**src/rtl/mem_read_ctrl_mc.sv**
```systemverilog
// mem_read_ctrl_mc -- multi-channel packet memory read controller.
//
// Each of N_CH egress channels walks a packet's linked chain of blocks in a
// shared packet memory. The block footer (bits [15:0]) carries next_idx in
// its low ADDR_W bits and eop in bit 15. A single-port memory read interface
// is shared by round-robin arbitration, with at most one read in flight.
// Blocks are presented per channel with valid/ready handshaking. Each block
// that was read is returned to the free list, but only for packets started
// with free enabled (non-final multicast copies leave the blocks alone).
//
// Ports:
//   clk, rst_n         clock, asynchronous active-low reset
//   en_i               global enable; low blocks new grants only
//   start_i[c]         start channel c (taken only while the channel is idle)
//   start_addr_i       head block index per channel, [c*ADDR_W +: ADDR_W]
//   free_en_i[c]       sampled with start_i[c]; 1 = free this packet's blocks
//   busy_o[c]          channel c is not idle
//   mem_re_o/raddr_o   memory read request/address (combinational from grant)
//   mem_rvalid_i/rdata read data, exactly one cycle after mem_re_o
//   data_o/valid/end   per-channel block, valid, last block of packet
//   data_ready_i[c]    consumer accepts the block on channel c
//   free_req_o/idx_o   one-cycle free request with the block index

package mem_pkg;
  localparam int ADDR_W     = 8;
  localparam int BLOCK_BITS = 32;

  typedef struct packed {
    logic                 eop;
    logic [14-ADDR_W:0]   rsvd;
    logic [ADDR_W-1:0]    next_idx;
  } footer_t;
endpackage

module mem_read_ctrl_mc #(
  parameter int ADDR_W     = mem_pkg::ADDR_W,
  parameter int BLOCK_BITS = mem_pkg::BLOCK_BITS,
  parameter int N_CH       = 4
) (
  input  logic                       clk,
  input  logic                       rst_n,
  input  logic                       en_i,
  input  logic [N_CH-1:0]            start_i,
  input  logic [N_CH*ADDR_W-1:0]     start_addr_i,
  input  logic [N_CH-1:0]            free_en_i,
  output logic [N_CH-1:0]            busy_o,
  output logic                       mem_re_o,
  output logic [ADDR_W-1:0]          mem_raddr_o,
  input  logic                       mem_rvalid_i,
  input  logic [BLOCK_BITS-1:0]      mem_rdata_i,
  output logic [N_CH*BLOCK_BITS-1:0] data_o,
  output logic [N_CH-1:0]            data_valid_o,
  output logic [N_CH-1:0]            data_end_o,
  input  logic [N_CH-1:0]            data_ready_i,
  output logic                       free_req_o,
  output logic [ADDR_W-1:0]          free_block_idx_o
);

  localparam int TAG_W   = (N_CH > 1) ? $clog2(N_CH) : 1;
  localparam int EOP_BIT = 15;

  typedef enum logic [1:0] {ST_IDLE, ST_FETCH, ST_WAIT, ST_HOLD} ch_state_t;

  logic [N_CH-1:0]   w_fetch;
  logic [N_CH-1:0]   w_free_en;
  logic [ADDR_W-1:0] w_cur_addr [N_CH];
  logic              w_gnt_vld;
  logic [TAG_W-1:0]  w_gnt_ch;
  logic              w_rd_done;

  logic              r_outstanding;
  logic [TAG_W-1:0]  r_tag;
  logic [TAG_W-1:0]  r_ptr;
  logic [ADDR_W-1:0] r_raddr;
  logic              r_free_req;
  logic [ADDR_W-1:0] r_free_idx;

  // A read completes only when one is actually in flight; a stray
  // mem_rvalid_i is ignored entirely.
  assign w_rd_done = mem_rvalid_i & r_outstanding;

  // Round-robin search starting at the pointer, wrapping modulo N_CH.
  always_comb begin
    int idx;
    idx       = 0;
    w_gnt_vld = 1'b0;
    w_gnt_ch  = '0;
    if (en_i && !r_outstanding) begin
      for (int k = 0; k < N_CH; k++) begin
        idx = int'(r_ptr) + k;
        if (idx >= N_CH) idx = idx - N_CH;
        if (!w_gnt_vld && w_fetch[idx[TAG_W-1:0]]) begin
          w_gnt_vld = 1'b1;
          w_gnt_ch  = idx[TAG_W-1:0];
        end
      end
    end
  end

  assign mem_re_o    = w_gnt_vld;
  assign mem_raddr_o = w_gnt_vld ? w_cur_addr[w_gnt_ch] : '0;

  always_ff @(posedge clk or negedge rst_n) begin
    if (!rst_n) begin
      r_outstanding <= 1'b0;
      r_tag         <= '0;
      r_ptr         <= '0;
      r_raddr       <= '0;
      r_free_req    <= 1'b0;
      r_free_idx    <= '0;
    end else begin
      if (w_gnt_vld) begin
        r_outstanding <= 1'b1;
        r_tag         <= w_gnt_ch;
        r_raddr       <= w_cur_addr[w_gnt_ch];
        r_ptr         <= (w_gnt_ch == TAG_W'(N_CH - 1)) ? '0 : w_gnt_ch + 1'b1;
      end else if (w_rd_done) begin
        r_outstanding <= 1'b0;
      end
      // The free is keyed to the read address, so it lands together with
      // the block becoming visible on the channel.
      r_free_req <= w_rd_done & w_free_en[r_tag];
      if (w_rd_done && w_free_en[r_tag]) r_free_idx <= r_raddr;
    end
  end

  assign free_req_o       = r_free_req;
  assign free_block_idx_o = r_free_idx;

  for (genvar gi = 0; gi < N_CH; gi++) begin : g_ch
    ch_state_t             r_state;
    ch_state_t             w_state_next;
    logic [ADDR_W-1:0]     r_cur;
    logic                  r_fe;
    logic [BLOCK_BITS-1:0] r_data;
    logic                  w_mine_done;

    assign w_mine_done = w_rd_done && (r_tag == TAG_W'(gi));

    always_comb begin
      w_state_next = r_state;
      unique case (r_state)
        ST_IDLE:  if (start_i[gi]) w_state_next = ST_FETCH;
        ST_FETCH: if (w_gnt_vld && (w_gnt_ch == TAG_W'(gi))) w_state_next = ST_WAIT;
        ST_WAIT:  if (w_mine_done) w_state_next = ST_HOLD;
        ST_HOLD:  if (data_ready_i[gi]) w_state_next = r_data[EOP_BIT] ? ST_IDLE : ST_FETCH;
        default:  w_state_next = ST_IDLE;
      endcase
    end

    always_ff @(posedge clk or negedge rst_n) begin
      if (!rst_n) begin
        r_state <= ST_IDLE;
        r_cur   <= '0;
        r_fe    <= 1'b0;
        r_data  <= '0;
      end else begin
        r_state <= w_state_next;
        if (r_state == ST_IDLE && start_i[gi]) begin
          r_cur <= start_addr_i[gi*ADDR_W +: ADDR_W];
          r_fe  <= free_en_i[gi];
        end
        if (r_state == ST_WAIT && w_mine_done) begin
          r_data <= mem_rdata_i;
          r_cur  <= mem_rdata_i[ADDR_W-1:0];
        end
      end
    end

    assign w_fetch[gi]      = (r_state == ST_FETCH);
    assign w_free_en[gi]    = r_fe;
    assign w_cur_addr[gi]   = r_cur;
    assign busy_o[gi]       = (r_state != ST_IDLE);
    assign data_valid_o[gi] = (r_state == ST_HOLD);
    assign data_end_o[gi]   = (r_state == ST_HOLD) && r_data[EOP_BIT];
    assign data_o[gi*BLOCK_BITS +: BLOCK_BITS] = r_data;
  end

endmodule
```
**config.mk**
```make
export PLATFORM = sky130hd
export DESIGN_NAME = mem_read_ctrl_mc
export DESIGN_NICKNAME = d
export VERILOG_FILES = /design/src/rtl/mem_read_ctrl_mc.sv
export SDC_FILE = /design/constraint.sdc
export NUM_CORES = 1
export LEC_CHECK = 0
export CAP_MARGIN = 30
export CORE_MARGIN = 10
export CORE_UTILIZATION = 54
export CTS_BUF_LIST = sky130_fd_sc_hd__clkbuf_8
export CTS_CLUSTER_DIAMETER = 60
export DETAILED_ROUTE_END_ITERATION = 16
export PLACE_DENSITY = 0.88
export SETUP_SLACK_MARGIN = 0.02
export SLEW_MARGIN = 20
export SYNTH_ARGS = -nofsm -noshare
export SYNTH_HDL_FRONTEND = slang
export SYNTH_SLANG_ARGS = --single-unit
```
**constraint.sdc**
```tcl
create_clock -name clk -period 6 [get_ports clk]
set_clock_uncertainty 0.15 [all_clocks]
set_input_delay 1.2 -clock clk [delete_from_list [all_inputs] [get_ports clk]]
set_output_delay 1.2 -clock clk [all_outputs]
set_load 0.01 [all_outputs]
```
==> results of run 1 <==
-- cells in the mapped netlist (2+ instances only) --
| master | number |
|---|---|
| sky130_fd_sc_hd__nand2_1 | 428 |
| sky130_fd_sc_hd__dfrtp_1 | 194 |
| sky130_fd_sc_hd__buf_2 | 4 |
| sky130_fd_sc_hd__o21ai_0 | 46 |
| sky130_fd_sc_hd__buf_4 | 3 |
| sky130_fd_sc_hd__ha_1 | 28 |
| sky130_fd_sc_hd__nand3_1 | 11 |
| sky130_fd_sc_hd__a21oi_1 | 9 |
| sky130_fd_sc_hd__nand2b_1 | 4 |
| sky130_fd_sc_hd__o21ai_1 | 7 |
| sky130_fd_sc_hd__a31o_2 | 4 |
| sky130_fd_sc_hd__o22ai_1 | 3 |
| sky130_fd_sc_hd__a32oi_1 | 2 |
| sky130_fd_sc_hd__and3_1 | 3 |
| sky130_fd_sc_hd__mux2_2 | 12 |
| sky130_fd_sc_hd__inv_1 | 26 |
| sky130_fd_sc_hd__o32ai_1 | 2 |
| sky130_fd_sc_hd__a211oi_1 | 5 |
| sky130_fd_sc_hd__a31oi_1 | 3 |
| sky130_fd_sc_hd__buf_6 | 2 |
| sky130_fd_sc_hd__o21a_1 | 2 |
| sky130_fd_sc_hd__nor2_1 | 13 |
| sky130_fd_sc_hd__nor2b_1 | 4 |
| sky130_fd_sc_hd__clkbuf_1 | 33 |
| sky130_fd_sc_hd__mux2i_1 | 41 |
| sky130_fd_sc_hd__mux4_2 | 2 |
| sky130_fd_sc_hd__o211ai_1 | 10 |
-- cells by family after synthesis --
kind of cell               after synthesis  share of synthesized area (%)
adders and majority gates               28                           4.07
DFF                                    194                           56.5
and+or+nand+nor                        474                           21.7
AOI/OAI and AO/OA                      101                           7.52
buffers and inverters                   70                           3.42
muxes                                   55                           6.87
-- where the power goes --
part / total [mW] / leakage [nW] / switching [mW] / internal [mW]
Clock: 0.842 / 0.190 / 0.501 / 0.341
Combinational: 2.90 / 3.09 / 1.45 / 1.45
Sequential: 2.24 / 2.49 / 0.365 / 1.87
Total: 5.98 / 5.77 / 2.32 / 3.66
-- layer usage --
layer,global-route usage (%),wire length (um),vias to the layer above
li1,-,-,3401
met5,0,0,-
met2,40.0,12700,291
met3,9.39,2470,52
met1,28.1,10300,3493
met4,10.8,905,0
-- worst min-delay path by stage --
stage / end / cells after the start
2_1_floorplan: free_block_idx_o[0] / 2
3_3_place_gp: free_block_idx_o[7] / 2
3_5_place_dp: g_ch[2].r_data[29] / 2
4_1_cts: free_block_idx_o[5] / 2
5_1_grt: g_ch[0].r_data[10] / 2
6_report: g_ch[2].r_data[19] / 2
-- critical path: stages --
cell	delay [ps]
sky130_fd_sc_hd__clkdlybuf4s50_1	480
sky130_fd_sc_hd__nor2b_1	420
sky130_fd_sc_hd__o31ai_1	140
sky130_fd_sc_hd__nor2_1	190
sky130_fd_sc_hd__o2111ai_4	380
sky130_fd_sc_hd__o21ai_0	390
sky130_fd_sc_hd__clkdlybuf4s50_1	600
-- flip-flops by register name (all words and copies together), names as in the netlist --
| name | cells |
|---|---|
| free_block_idx_o | 8 |
| free_req_o | 1 |
| g_ch.r_cur | 32 |
| g_ch.r_data | 128 |
| g_ch.r_fe | 4 |
| g_ch.r_state | 8 |
| r_outstanding | 1 |
| r_ptr | 2 |
| r_raddr | 8 |
| r_tag | 2 |
-- cell type report --
type | instances | area, um^2 | share of cell area (%)
well taps | 216 | 270 | 2.35
multi-input cells | 658 | 3460 | 30.0
flip-flops and latches | 194 | 4850 | 42.1
clock inverters | 14 | 150 | 1.30
repair buffers | 243 | 2450 | 21.2
inverters | 28 | 105 | 0.912
clock buffers | 17 | 234 | 2.03
diodes | 1 | 2.50 | 0.0217
==> summary by stage, run 1 <==
CTS
The number of buffers on the longest clock path is 2. The buffer cell driving the clock tree root is sky130_fd_sc_hd__clkbuf_8. In this run, post-CTS repair resized a total of 0 instances. The H-tree was split into 4 levels. For the worst-skew pair, the clock arrives at the later sink with an insertion delay of 470 ps. TritonCTS built the clock tree. For this design, the CTS-stage hold fixing added 0 buffers. The clock transition at the registers of the reported paths is 100 ps.

The clock net sink count is 194. The post-CTS setup buffer count is 0. Clock tree synthesis inserted a total of 17 buffers.

Placement
The estimated wirelength of the detail-placed design is 18900 um. The final RePlAce weighted congestion is 0.859. The placed instances occupy a cell area of 11100 um^2. The post-placement worst setup slack is 918 ps. Counting tap cells, the placed design contains a total of 1338 instances. The count of input and output buffers is 237.

Global route
The remaining global-route overflow is 0. The number of antenna violations at the first check in global routing is 1. The global-route usage over all layers is 24.5%. The first global-routing pass estimated 41700 um of wire. The pin count of the biggest net entering global routing is 106. The via count of the first global-routing pass is 7673.

Routing
The number of remaining DRC errors is 0. The wire length per cell is 19.3 um. The number of nets with antenna violations after routing is 0. The via count normalized by instance count is 5.28. Wires add up to 26500 um.

For this block, the initial DRC count from the detailed router was 551. Before antenna repair, the detailed router went through 5 iterations. The via total after detailed routing is 7237.

Yosys
The netlist uses 48 different library cells. The number of synthesized flops with an enable pin is 0. The synthesized netlist cell count is 922. The top cell type by area accounts for 56.5% of the synthesized area. When the netlist entered floorplanning its net count stood at 1030. The post-synthesis sequential element count is 194. The cell taking the most area after synthesis is sky130_fd_sc_hd__dfrtp_1. By area the synthesized netlist is led by sky130_fd_sc_hd__dfrtp_1 56%, sky130_fd_sc_hd__nand2_1 19%, sky130_fd_sc_hd__mux2i_1 4.8%. The combined area of all synthesized cells is 8600 um^2. The async set-or-reset flop fraction in the synthesized netlist is 100%.

The share of synthesized area occupied by flip-flops and latches is 56.5%. In the synthesized netlist the dominant register cell turns out to be sky130_fd_sc_hd__dfrtp_1. Yosys printed 0 warnings. The mean instance size in the synthesized netlist is 9.33 um^2.

STA
The count of endpoints failing hold in the final timing report is 0. The transition time at the pin with the least slew margin is 943 ps. The final-layout worst hold slack is 331 ps. The max-slew violation total from the final report is 0.

The smallest clock period supported by the final layout is computed as 5160 ps. The worst pin sits at a relative slew slack of 37.2%. Setup violations remaining at the end of the flow were counted as 0. Setup repair after global routing left no endpoint under its margin. The worst-case setup margin in the final layout is 840 ps. Setup total negative slack on the finished layout was measured at 0 ps. The fmax is 194 MHz. Dividing the final minimum period by the clock period gives 86.0%.

Die
The initialized floorplan defines 46 standard-cell rows. In this run the vertical extent of the chip is 146 um. The die boundary width is 146 um. The overall die area is 21400 um^2. The top-level I/O count is 238.

The core area is 15800 um^2. The effective utilization at floorplan is 54.5%.

Min path
The startpoint of the most critical hold path is g_ch[2].r_data[19]. The worst hold path belongs to the class register to register.

Finish
The final design utilization is 73.1%. Fill cells in the final layout number 1195. The filler-free cell count of the finished design is 1371.

The growth of design area from synthesis to finish is 34.0%. The number of nets in the finished design is 1250. The cell area after layout is 11500 um^2. In the layout the commonest cells are 428 x sky130_fd_sc_hd__nand2_1, 236 x sky130_fd_sc_hd__clkdlybuf4s50_1, 194 x sky130_fd_sc_hd__dfrtp_1, 46 x sky130_fd_sc_hd__o21ai_0, 41 x sky130_fd_sc_hd__mux2i_1. The post-route netlist has 6.07% of its cells at a drive strength greater than 1. The most common cell after layout, fill and taps aside is sky130_fd_sc_hd__nand2_1.

Outcome
The run finished with clean final reports.

Power
The reported leakage power is 5.77 nW. The total power is 5.98 mW. The maximum resistive drop on vdd is 0.000352 V. The power density over the cells is 519 nW/um^2.

Setup path
The number of cells traversed by the worst register-to-register path is 12. The worst register-to-register path ends at g_ch[1].r_state[1]. Data arrives at the worst endpoint at 3810 ps.

Across all register-to-register paths, the minimum setup slack is 2280 ps. The worst flop-to-flop path startpoint is g_ch[1].r_state[1]. The worst setup path endpoint is mem_raddr_o[7].

Tracing the worst setup path back leads to its startpoint at en_i. The critical path capture point type is a primary output. The critical path start-end classification is input pin to primary output. For the worst setup path, the data required time is 4650 ps.

STA classifies the critical path startpoint as an input pin. The maximum fanout encountered on the critical timing path is 28.

Flow run
Max-cap violations in this run came to 0.
Note: power is estimated with default switching activity, not from simulation.
==> inputs of run 2 (changes only) <==
--- a/config.mk
+++ b/config.mk
@@ -5,12 +5,13 @@
 export SDC_FILE = /design/constraint.sdc
 export NUM_CORES = 1
 export LEC_CHECK = 0
-export CAP_MARGIN = 30
+export CAP_MARGIN = 15
 export CORE_MARGIN = 10
 export CORE_UTILIZATION = 54
 export CTS_BUF_LIST = sky130_fd_sc_hd__clkbuf_8
 export CTS_CLUSTER_DIAMETER = 60
 export DETAILED_ROUTE_END_ITERATION = 16
+export HOLD_SLACK_MARGIN = 0.02
 export PLACE_DENSITY = 0.88
 export SETUP_SLACK_MARGIN = 0.02
 export SLEW_MARGIN = 20
==> run 2 against run 1 <==
Against the previous run: utilization down 0.13 points; setup slack better by 3.1 ps; combinational power about the same; maximum frequency hardly changed; critical path depth stayed put; critical path type unchanged; critical endpoint unchanged; largest cell class unchanged; largest power group unchanged.
==> summary by stage, run 2 (synthesis gave the netlist of run 1 again) <==
Setup path
The required arrival time at the worst endpoint is 4650 ps. The maximum fanout encountered on the critical timing path is 28. The worst flop-to-flop path startpoint is g_ch[1].r_state[1]. STA classifies the critical path startpoint as an input pin. The data arrival at the endpoint of the critical path is 3810 ps. The critical path start-end classification is input pin to primary output. The critical path starts at en_i.

The worst setup path is captured at a primary output.

Finish
In the layout the commonest cells are 428 x sky130_fd_sc_hd__nand2_1, 236 x sky130_fd_sc_hd__clkdlybuf4s50_1, 194 x sky130_fd_sc_hd__dfrtp_1, 46 x sky130_fd_sc_hd__o21ai_0, 41 x sky130_fd_sc_hd__mux2i_1. The largest registers in the layout are g_ch.r_data: 128 flops, g_ch.r_cur: 32 flops. In the final design database the tool counted 1249 nets. Leaving out fill and tap cells, the most frequent cell in the layout is sky130_fd_sc_hd__nand2_1. The register ranked first by flip-flop count is g_ch.r_data. The growth of design area from synthesis to finish is 33.8%.

The register area is 4850 um^2. The fraction of final layout cells sized beyond drive strength 1 is 5.98%. The multi-input gate area in the final layout is 3460 um^2.

The final design utilization is 72.9%. After filler insertion, the fill cell instance count of the layout stands at 1200. The number of flip-flops in the largest register is 128.

STA
At the pin with the least slew margin, the transition time is 970 ps. The count of endpoints failing hold in the final timing report is 0. The tightest hold path in the finished design has a slack of 331 ps. Based on the critical path, the design can be clocked at up to 194 MHz. Setup repair after global routing left no endpoint under its margin. After layout, the minimum clock period comes to 5160 ps. The worst-case setup margin in the final layout is 843 ps. The max-slew violation total from the final report is 0. The final-report setup violation count is 0. The worst pin sits at a relative slew slack of 35.2%. The aggregate negative setup slack is 0 ps. The part of the cycle the worst path needs is 85.9%.

Power
The reported leakage power is 5.76 nW. Combinational cells account for 48.4% of the total power. The internal portion of the total power is 3.66 mW. The worst-case IR drop observed on VDD is 0.000348 V. Per report_power, the clock group accounts for 14.1% of the total.

Sequential cells burn 37.5% of the power. The switching power as a share of total power is 38.7%. The power dissipated by switching net loads is 2.31 mW. Dividing total power by cell area gives a power density of 519 nW/um^2.

Die
The die boundary width is 146 um. The die covers 21400 um^2. The core area is 15800 um^2. Row generation in the floorplan step produced 46 rows. The effective utilization at floorplan is 54.5%. The top-level I/O count is 238. The die is 146 um tall.

Routing
The wire length per cell is 19.2 um. The detailed router finished its first iteration with 538 violations. Detailed routing inserted a total of 7246 vias. The count of nets left with antenna violations once routing finished came out at 0. The wire length after detailed routing is 26300 um. Before antenna repair, the detailed router went through 5 iterations. For this run, design rule violations remaining after detail routing come to 0. The via count normalized by instance count is 5.29.

Placement
Timing analysis after detailed placement gives a worst setup slack of 918 ps. The wire-length estimate of the detail-placed layout is 18900 um. Buffers placed on the I/O ports in this run total 237.

The final RePlAce weighted congestion is 0.859.

Flow run
The number of violations of the max-capacitance limit is 0.

CTS
The later pin in the worst-skew pair is clocked with a latency of 470 ps. The count of cells resized by post-cts repair is 0. After clock tree synthesis, the clock-pin slew on the worst setup and hold paths is 100 ps. The number of buffers on the longest clock path is 2. Buffers added to address setup during post-CTS repair amount to 0. The maximum level of the CTS H-tree is 4.

The TritonCTS clock tree is built. The hold-fix buffer count after cts is 0. Counting every sink on the clock net gives 194. Buffers inserted during clock tree synthesis total 17. The root buffer cell chosen for the clock tree is sky130_fd_sc_hd__clkbuf_8.

Global route
Entering global routing, the biggest net connects 106 pins. The via count of the first global-routing pass is 7673. The first global-routing pass estimated 41700 um of wire. The number of antenna violations at the first check in global routing was 1.

The total overflow left after global routing is 0. Global routing used 24.5% of the available tracks across all layers.

Min path
The startpoint of the most critical hold path is g_ch[2].r_data[19]. The tightest min-delay check is of the register to register type.

Outcome
The flow ran to the end, and the final reports show no timing, DRC or antenna violations.
-- run 2: cell count changes in the layout (fill, tap and decap cells not counted) --
cell                     delta
sky130_fd_sc_hd__buf_12     -1
-- run 2: cell type report --
type | count | share of cell area, %
Multi-Input combinational cell | 658 | 30.1
Timing Repair Buffer | 242 | 21.1
Clock inverter | 14 | 1.31
Antenna cell | 1 | 0.0218
Tap cell | 216 | 2.35
Inverter | 28 | 0.914
Sequential cell | 194 | 42.2
Clock buffer | 17 | 2.03
-- run 2: per-layer routing --
layer  share of wire (%)  global-route usage, %  vias up
li1                    -                      -     3397
met1                  39                   28.1     3516
met2                  48                   40.0      278
met3                 9.4                   9.39       55
met4                 3.5                   10.8        0
met5                   0                      0        -
-- run 2: power groups by stage --
stage	Clock, mW	Sequential [mW]	Combinational (mW)
floorplan	0	2.35	1.35
global route	0.907	2.31	3.17
global placement	0	2.24	2.81
detailed placement	0	2.26	2.89
CTS	0.856	2.24	2.91
finish	0.843	2.24	2.89
-- run 2: critical path: stages --
cell                              delay [ps]
sky130_fd_sc_hd__clkdlybuf4s50_1         480
sky130_fd_sc_hd__nor2b_1                 420
sky130_fd_sc_hd__o31ai_1                 140
sky130_fd_sc_hd__nor2_1                  190
sky130_fd_sc_hd__o2111ai_4               390
sky130_fd_sc_hd__o21ai_0                 400
sky130_fd_sc_hd__clkdlybuf4s50_1         600
-- run 2: through the flow --
stage,std cells,area (um^2),total power [mW]
6_report,1370,11500,5.97
5_1_grt,1370,11500,6.39
4_1_cts,1369,11500,6.00
3_5_place_dp,1338,11100,5.15
3_3_place_gp,1338,11100,5.05
2_1_floorplan,922,8600,3.70
-- run 2: worst paths after layout --
path / endpoint / slack (ps) / depth (start not counted)
worst min-delay path: g_ch[2].r_data[19] / 330 / 2
worst max-delay path: mem_raddr_o[7] / 840 / 7
max in group asynchronous: g_ch[1].r_data[7] / 4100 / 2
worst max register to register: g_ch[1].r_state[1] / 2300 / 12
worst min register to register: g_ch[2].r_data[19] / 330 / 2
min in group asynchronous: g_ch[2].r_fe / 590 / 1
==> inputs of run 3 (changes only) <==
--- a/config.mk
+++ b/config.mk
@@ -7,12 +7,12 @@
 export LEC_CHECK = 0
 export CAP_MARGIN = 15
 export CORE_MARGIN = 10
-export CORE_UTILIZATION = 54
+export CORE_UTILIZATION = 50
 export CTS_BUF_LIST = sky130_fd_sc_hd__clkbuf_8
 export CTS_CLUSTER_DIAMETER = 60
 export DETAILED_ROUTE_END_ITERATION = 16
 export HOLD_SLACK_MARGIN = 0.02
-export PLACE_DENSITY = 0.88
+export PLACE_DENSITY = 0.83
 export SETUP_SLACK_MARGIN = 0.02
 export SLEW_MARGIN = 20
 export SYNTH_ARGS = -nofsm -noshare
==> constraint.sdc (replaced) <==
create_clock -name clk -period 5.39 [get_ports clk]
set_clock_uncertainty 0.15 [all_clocks]
set_input_delay 1.078 -clock clk [delete_from_list [all_inputs] [get_ports clk]]
set_output_delay 1.078 -clock clk [all_outputs]
set_load 0.01 [all_outputs]
==> run 3 against run 2 <==
Against the previous run: cell count up 0.36%; largest power group unchanged; sequential cell count stayed put; sequential power grew 12%; utilization fell by 4.0 points.
==> summary by stage, run 3 (synthesis gave the netlist of run 1 again) <==
Finish
The register ranked first by flip-flop count is g_ch.r_data. The fraction of final layout cells sized beyond drive strength 1 is 6.07%. The largest registers in the layout are g_ch.r_data: 128 flops, g_ch.r_cur: 32 flops. The number of nets in the finished design is 1249. The final design utilization is 69.0%. The final-layout fill cell count is 1333.

The number of flip-flops in the largest register is 128. The library cell used most frequently in the layout, excluding fill and tap cells, is sky130_fd_sc_hd__nand2_1. Leaving out fill and tap cells, the most frequent cells in the layout are 428 x sky130_fd_sc_hd__nand2_1, 236 x sky130_fd_sc_hd__clkdlybuf4s50_1, 194 x sky130_fd_sc_hd__dfrtp_1, 46 x sky130_fd_sc_hd__o21ai_0, 41 x sky130_fd_sc_hd__mux2i_1. Relative to the synthesized area, the layout overhead comes to 34.0%.

Setup path
The worst setup path endpoint is mem_raddr_o[7]. Of all nets on the critical path, the largest fanout is 12. STA puts the critical path data arrival time at 3800 ps. In this run the register-to-register setup slack is 1610 ps. At the worst endpoint, the required time is 4160 ps.

The worst register-to-register path begins at g_ch[1].r_state[1]. STA classifies the critical path startpoint as a register. The end of the worst register-to-register path is g_ch[1].r_state[1]. The critical path start-end classification is register to primary output. The number of cells traversed by the worst register-to-register path is 12.

The critical path capture point type is a primary output. The critical path starts at g_ch[1].r_state[1].

Placement
The congestion estimate from routability-driven global placement came to 0.895. The count of buffers added on input and output ports is 237. The estimated wirelength of the detail-placed design is 18900 um.

Before CTS, the worst setup slack after placement is 739 ps.

CTS
Post-CTS repair changed the size of 0 cells. The longest clock path from root to sink contains 2 buffers. The root buffer cell chosen for the clock tree is sky130_fd_sc_hd__clkbuf_8. The clock latency on the worst-skew pair is 460 ps. The hold-fix buffer count after cts is 0. The clock drives 194 sinks. The post-CTS setup buffer count is 0.

Clock-pin slew was measured on the worst setup and hold paths at 100 ps. The TritonCTS clock tree is built. The total clock buffers created by CTS is 17.

The clock tree synthesis step divided the H-tree into 4 levels.

STA
The transition time at the pin with the least slew margin is 1040 ps. The fmax is 199 MHz. Setup repair after global routing left no endpoint under its margin. The headroom to the max-slew limit is 30.5%.

The final-report setup violation count is 0. The aggregate negative setup slack is 0 ps. The part of the cycle the worst path needs is 93.3%. Once routing completed, OpenROAD measured the worst setup slack at 359 ps. The final critical path time including I/O delays and setup is 5030 ps.

The count of endpoints failing hold in the final timing report is 0. The max-slew violation total from the final report is 0.

Global route
For this run, the total global-route usage over all layers was measured as 22.7%. The wire length of the first global-routing pass is 40400 um. Global routing consumed, on the met1 layer, 27.4% of the routing resources. The most crowded layer after global routing is met2. The number of antenna violations at the first check in global routing is 2. The via count of the first global-routing pass is 7325. For this run the aggregate overflow at the end of global routing stands at 0.

The pin count of the biggest net entering global routing is 105. The met3 demand-to-capacity share in global routing is 8.44%. Global routing consumed, on the met2 layer, 36.8% of the routing resources.

Min path
The class of the most critical hold timing path is register to register.

Routing
The number of nets with antenna violations after routing is 0. The wire length per cell is 19.0 um. In the routed design, unresolved DRC markers number 0. The violation count after the first detailed-route iteration is 475. The via count normalized by instance count is 5.29. The routed layout has 7268 vias. The number of iterations in the first detailed-routing pass is 8. The wire length after detailed routing is 26200 um.

Power
In this run the static leakage power is 5.76 nW. For this design the ratio of total power to cell area is 577 nW/um^2. The maximum resistive drop on vdd is 0.000321 V.

Die
238 I/O pins were placed. The floorplan step defined a core boundary enclosing 16700 um^2. The effective utilization at floorplan is 51.5%. The number of cell rows is 47.

The overall die area is 22800 um^2. In this run the vertical extent of the chip is 151 um. The die boundary width is 151 um.

Flow run
Max-cap violations in this run came to 0.

Outcome
The flow ran to the end, and the final reports show no timing, DRC or antenna violations.
[run 3: changes by cell type in the layout (fill, tap and decap cells not counted), sizes merged]
cell | previous run | this run
clkinvlp | 2 | 4
clkinv | 6 | 3
clkbuf | 18 | 19
inv | 33 | 34
[run 3: routing by layer]
layer / share of wire, % / wire length (um)
met1: 40 / 10500
met4: 2.3 / 610
met3: 10 / 2660
met5: 0 / 0
met2: 48 / 12400
[run 3: layout make-up]
cell class	count	area, um^2	share of cell area (%)
diodes	1	2.50	0.0217
clock buffers	18	248	2.15
clock inverters	14	146	1.27
inverters	28	105	0.912
multi-input cells	658	3460	30.0
flip-flops and latches	194	4850	42.1
well taps	220	275	2.39
repair buffers	242	2430	21.1
[run 3: report_power, final]
| part | switching, mW | total, mW | internal [mW] |
|---|---|---|---|
| combinational | 1.59 | 3.20 | 1.61 |
| sequential | 0.414 | 2.50 | 2.09 |
| clock | 0.554 | 0.947 | 0.393 |
[run 3: worst min-delay path by stage]
| stage | startpoint | end | cells after the start |
|---|---|---|---|
| final | g_ch[2].r_data[18] | g_ch[2].r_data[18] | 2 |
| after global routing | r_raddr[0] | free_block_idx_o[0] | 2 |
| after CTS | r_raddr[4] | free_block_idx_o[4] | 2 |
| after detailed placement | r_raddr[4] | free_block_idx_o[4] | 2 |
| after global placement | r_raddr[1] | free_block_idx_o[1] | 2 |
| after floorplan | r_raddr[0] | free_block_idx_o[0] | 2 |
[run 3: critical path: stages, from the launching register on]
cell and delay, ps:
sky130_fd_sc_hd__dfrtp_1 430, sky130_fd_sc_hd__inv_1 180, sky130_fd_sc_hd__ha_1 360, sky130_fd_sc_hd__nor2b_1 260
sky130_fd_sc_hd__o32ai_1 150, sky130_fd_sc_hd__a211oi_4 550, sky130_fd_sc_hd__nand2_2 350, sky130_fd_sc_hd__mux2i_1 220
sky130_fd_sc_hd__o21ai_0 260, sky130_fd_sc_hd__clkdlybuf4s50_1 600
[run 3: metrics by stage]
stage / hold slack (ps) / cell area, um^2 / power [mW] / std cells
2_1_floorplan: 289 / 8600 / 4.12 / 922
3_3_place_gp: 303 / 11100 / 5.62 / 1342
3_5_place_dp: 306 / 11100 / 5.72 / 1342
4_1_cts: 331 / 11500 / 6.69 / 1374
5_1_grt: 347 / 11500 / 7.09 / 1375
6_report: 331 / 11500 / 6.65 / 1375
==> edit (config.mk and constraints of run 2) <==
Change the parameter `N_CH` from 4 to 16.
--- a/src/rtl/mem_read_ctrl_mc.sv
+++ b/src/rtl/mem_read_ctrl_mc.sv
@@ -37,3 +37,3 @@
   parameter int BLOCK_BITS = mem_pkg::BLOCK_BITS,
-  parameter int N_CH       = 4
+  parameter int N_CH       = 16
 ) (
Ports: changed (8 resized); port bits go from 238 to 790. The function was not compared with the original's and may differ.
==> edit against run 2 <==
- total power grew to 4.8 times the old value
- the run now ends with setup timing left
- sequential cell count grew 520
- routed wire length grew to 6.0 times the old value
- die area grew to 3.4 times the old value
- setup slack lost 1.3 ns
- synthesized area grew to 3.9 times the old value
- via count grew to 4.6 times the old value
- cell area grew to 4.1 times the old value
==> edit: results (changes against run 2) <==
stage,metric,value,unit,change
global_route,grt_max_degree,137,,+29%
placement,place_area,0.0437,sq mm,+290%
drt,initialDrtViolationCount,4344,,+710%
global_route,gr-usage-met2,0.651,,+0.251
setup_path,crit_family,multiplexers,,
setup_path,r2r-end,g_ch[2].r_state[0],,
cells_and_area,clock_area_frac,0.0547,,+0.0213
timing,fin_ws,-0.417,ns,-1.26 ns
global_route,grt_pass1_vias,33600,,+340%
power_and_ir_drop,p_seq,7990,uW,+260%
global_route,grt_usage,0.426,,+0.181
cells_and_area,multi_input_comb_cells,2567,,+290%
cells_and_area,num_antenna_cells,26,,+25
global_route,antenna_found_initial,26,,+25
cells_and_area,layout-drive-gt1-share,0.142,,+0.0821
setup_path,critPathMaxStageDelay,0.54,ns,-0.06 ns
cells_and_area,final_util,0.760,,+0.0302
clock_network,cts_htree_levels,3,,-1
global_route,use_met1,0.491,,+0.210
logic_synthesis,synth_nets,3942,,+280%
cells_and_area,signal_buffers,1071,,+340%
power_and_ir_drop,finalPower,28700,uW,+380%
logic_synthesis,ys_types,79,,+65%
run_status,violations,setup timing,,
clock_network,numCtsBuffers,114,,+97
cells_and_area,buf_share,0.217,,+0.00608
logic_synthesis,yosys-top-cells-area,"dfrtp_1 (53%), nand2_1 (18%), mux2i_1 (5.6%)",,
die,taps,837,,+290%
placement,portBuffers,789,,+230%
run_status,outcome,"finished, violations left",,
drt,met1_length,52500,um,+410%
placement,gp_congestion,0.994,,+16%
hold_path,hold_end,g_ch[12].r_data[26],,
setup_path,startpoint,g_ch[10].r_state[0],,
power_and_ir_drop,ir_drop,0.000362,V,+4.0%
drt,top_layer,met5,,
timing,max_slew.worst_pin.slew,1.24,ns,+0.275 ns
clock_network,clk_latency,0.76,ns,+0.29 ns
timing,setup_viol,8,,+8
power_and_ir_drop,pg_comb,16000,uW,+450%
cells_and_area,num-nets-final,4892,,+290%
edit: cell types whose count changed after synthesis, sizes merged, moves of 59 or more:
| cell | before | now |
|---|---|---|
| o21ai | 54 | 159 |
| ha | 28 | 107 |
| inv | 27 | 104 |
| dfrtp | 194 | 714 |
| nand2 | 429 | 1601 |
| mux2i | 41 | 191 |
| clkbuf | 33 | 202 |
| nor2 | 14 | 73 |
edit: repair_timing:
action	in CTS	in global routing
resized for setup	103	24
hold endpoints to repair	0	0
setup endpoints to repair	8	9
pin swaps	15	15
setup buffers	14	5
gates cloned	1	0
edit: cell families after synthesis:
family,after synthesis
buffers and inverters,342
AND/OR/NAND/NOR,1821
multiplexers,277
XOR/XNOR,14
adder cells (fa/ha/maj),107
flip-flops,714
AO/OA/AOI/OAI,348
edit: stage by stage:
step                      hold WS, ns  setup TNS [ns]
final                           0.322           -3.08
after global routing            0.342           -4.36
after CTS                       0.327           -3.27
after detailed placement        0.311           -1.62
after floorplan                 0.324               0
after global placement          0.307           -1.23
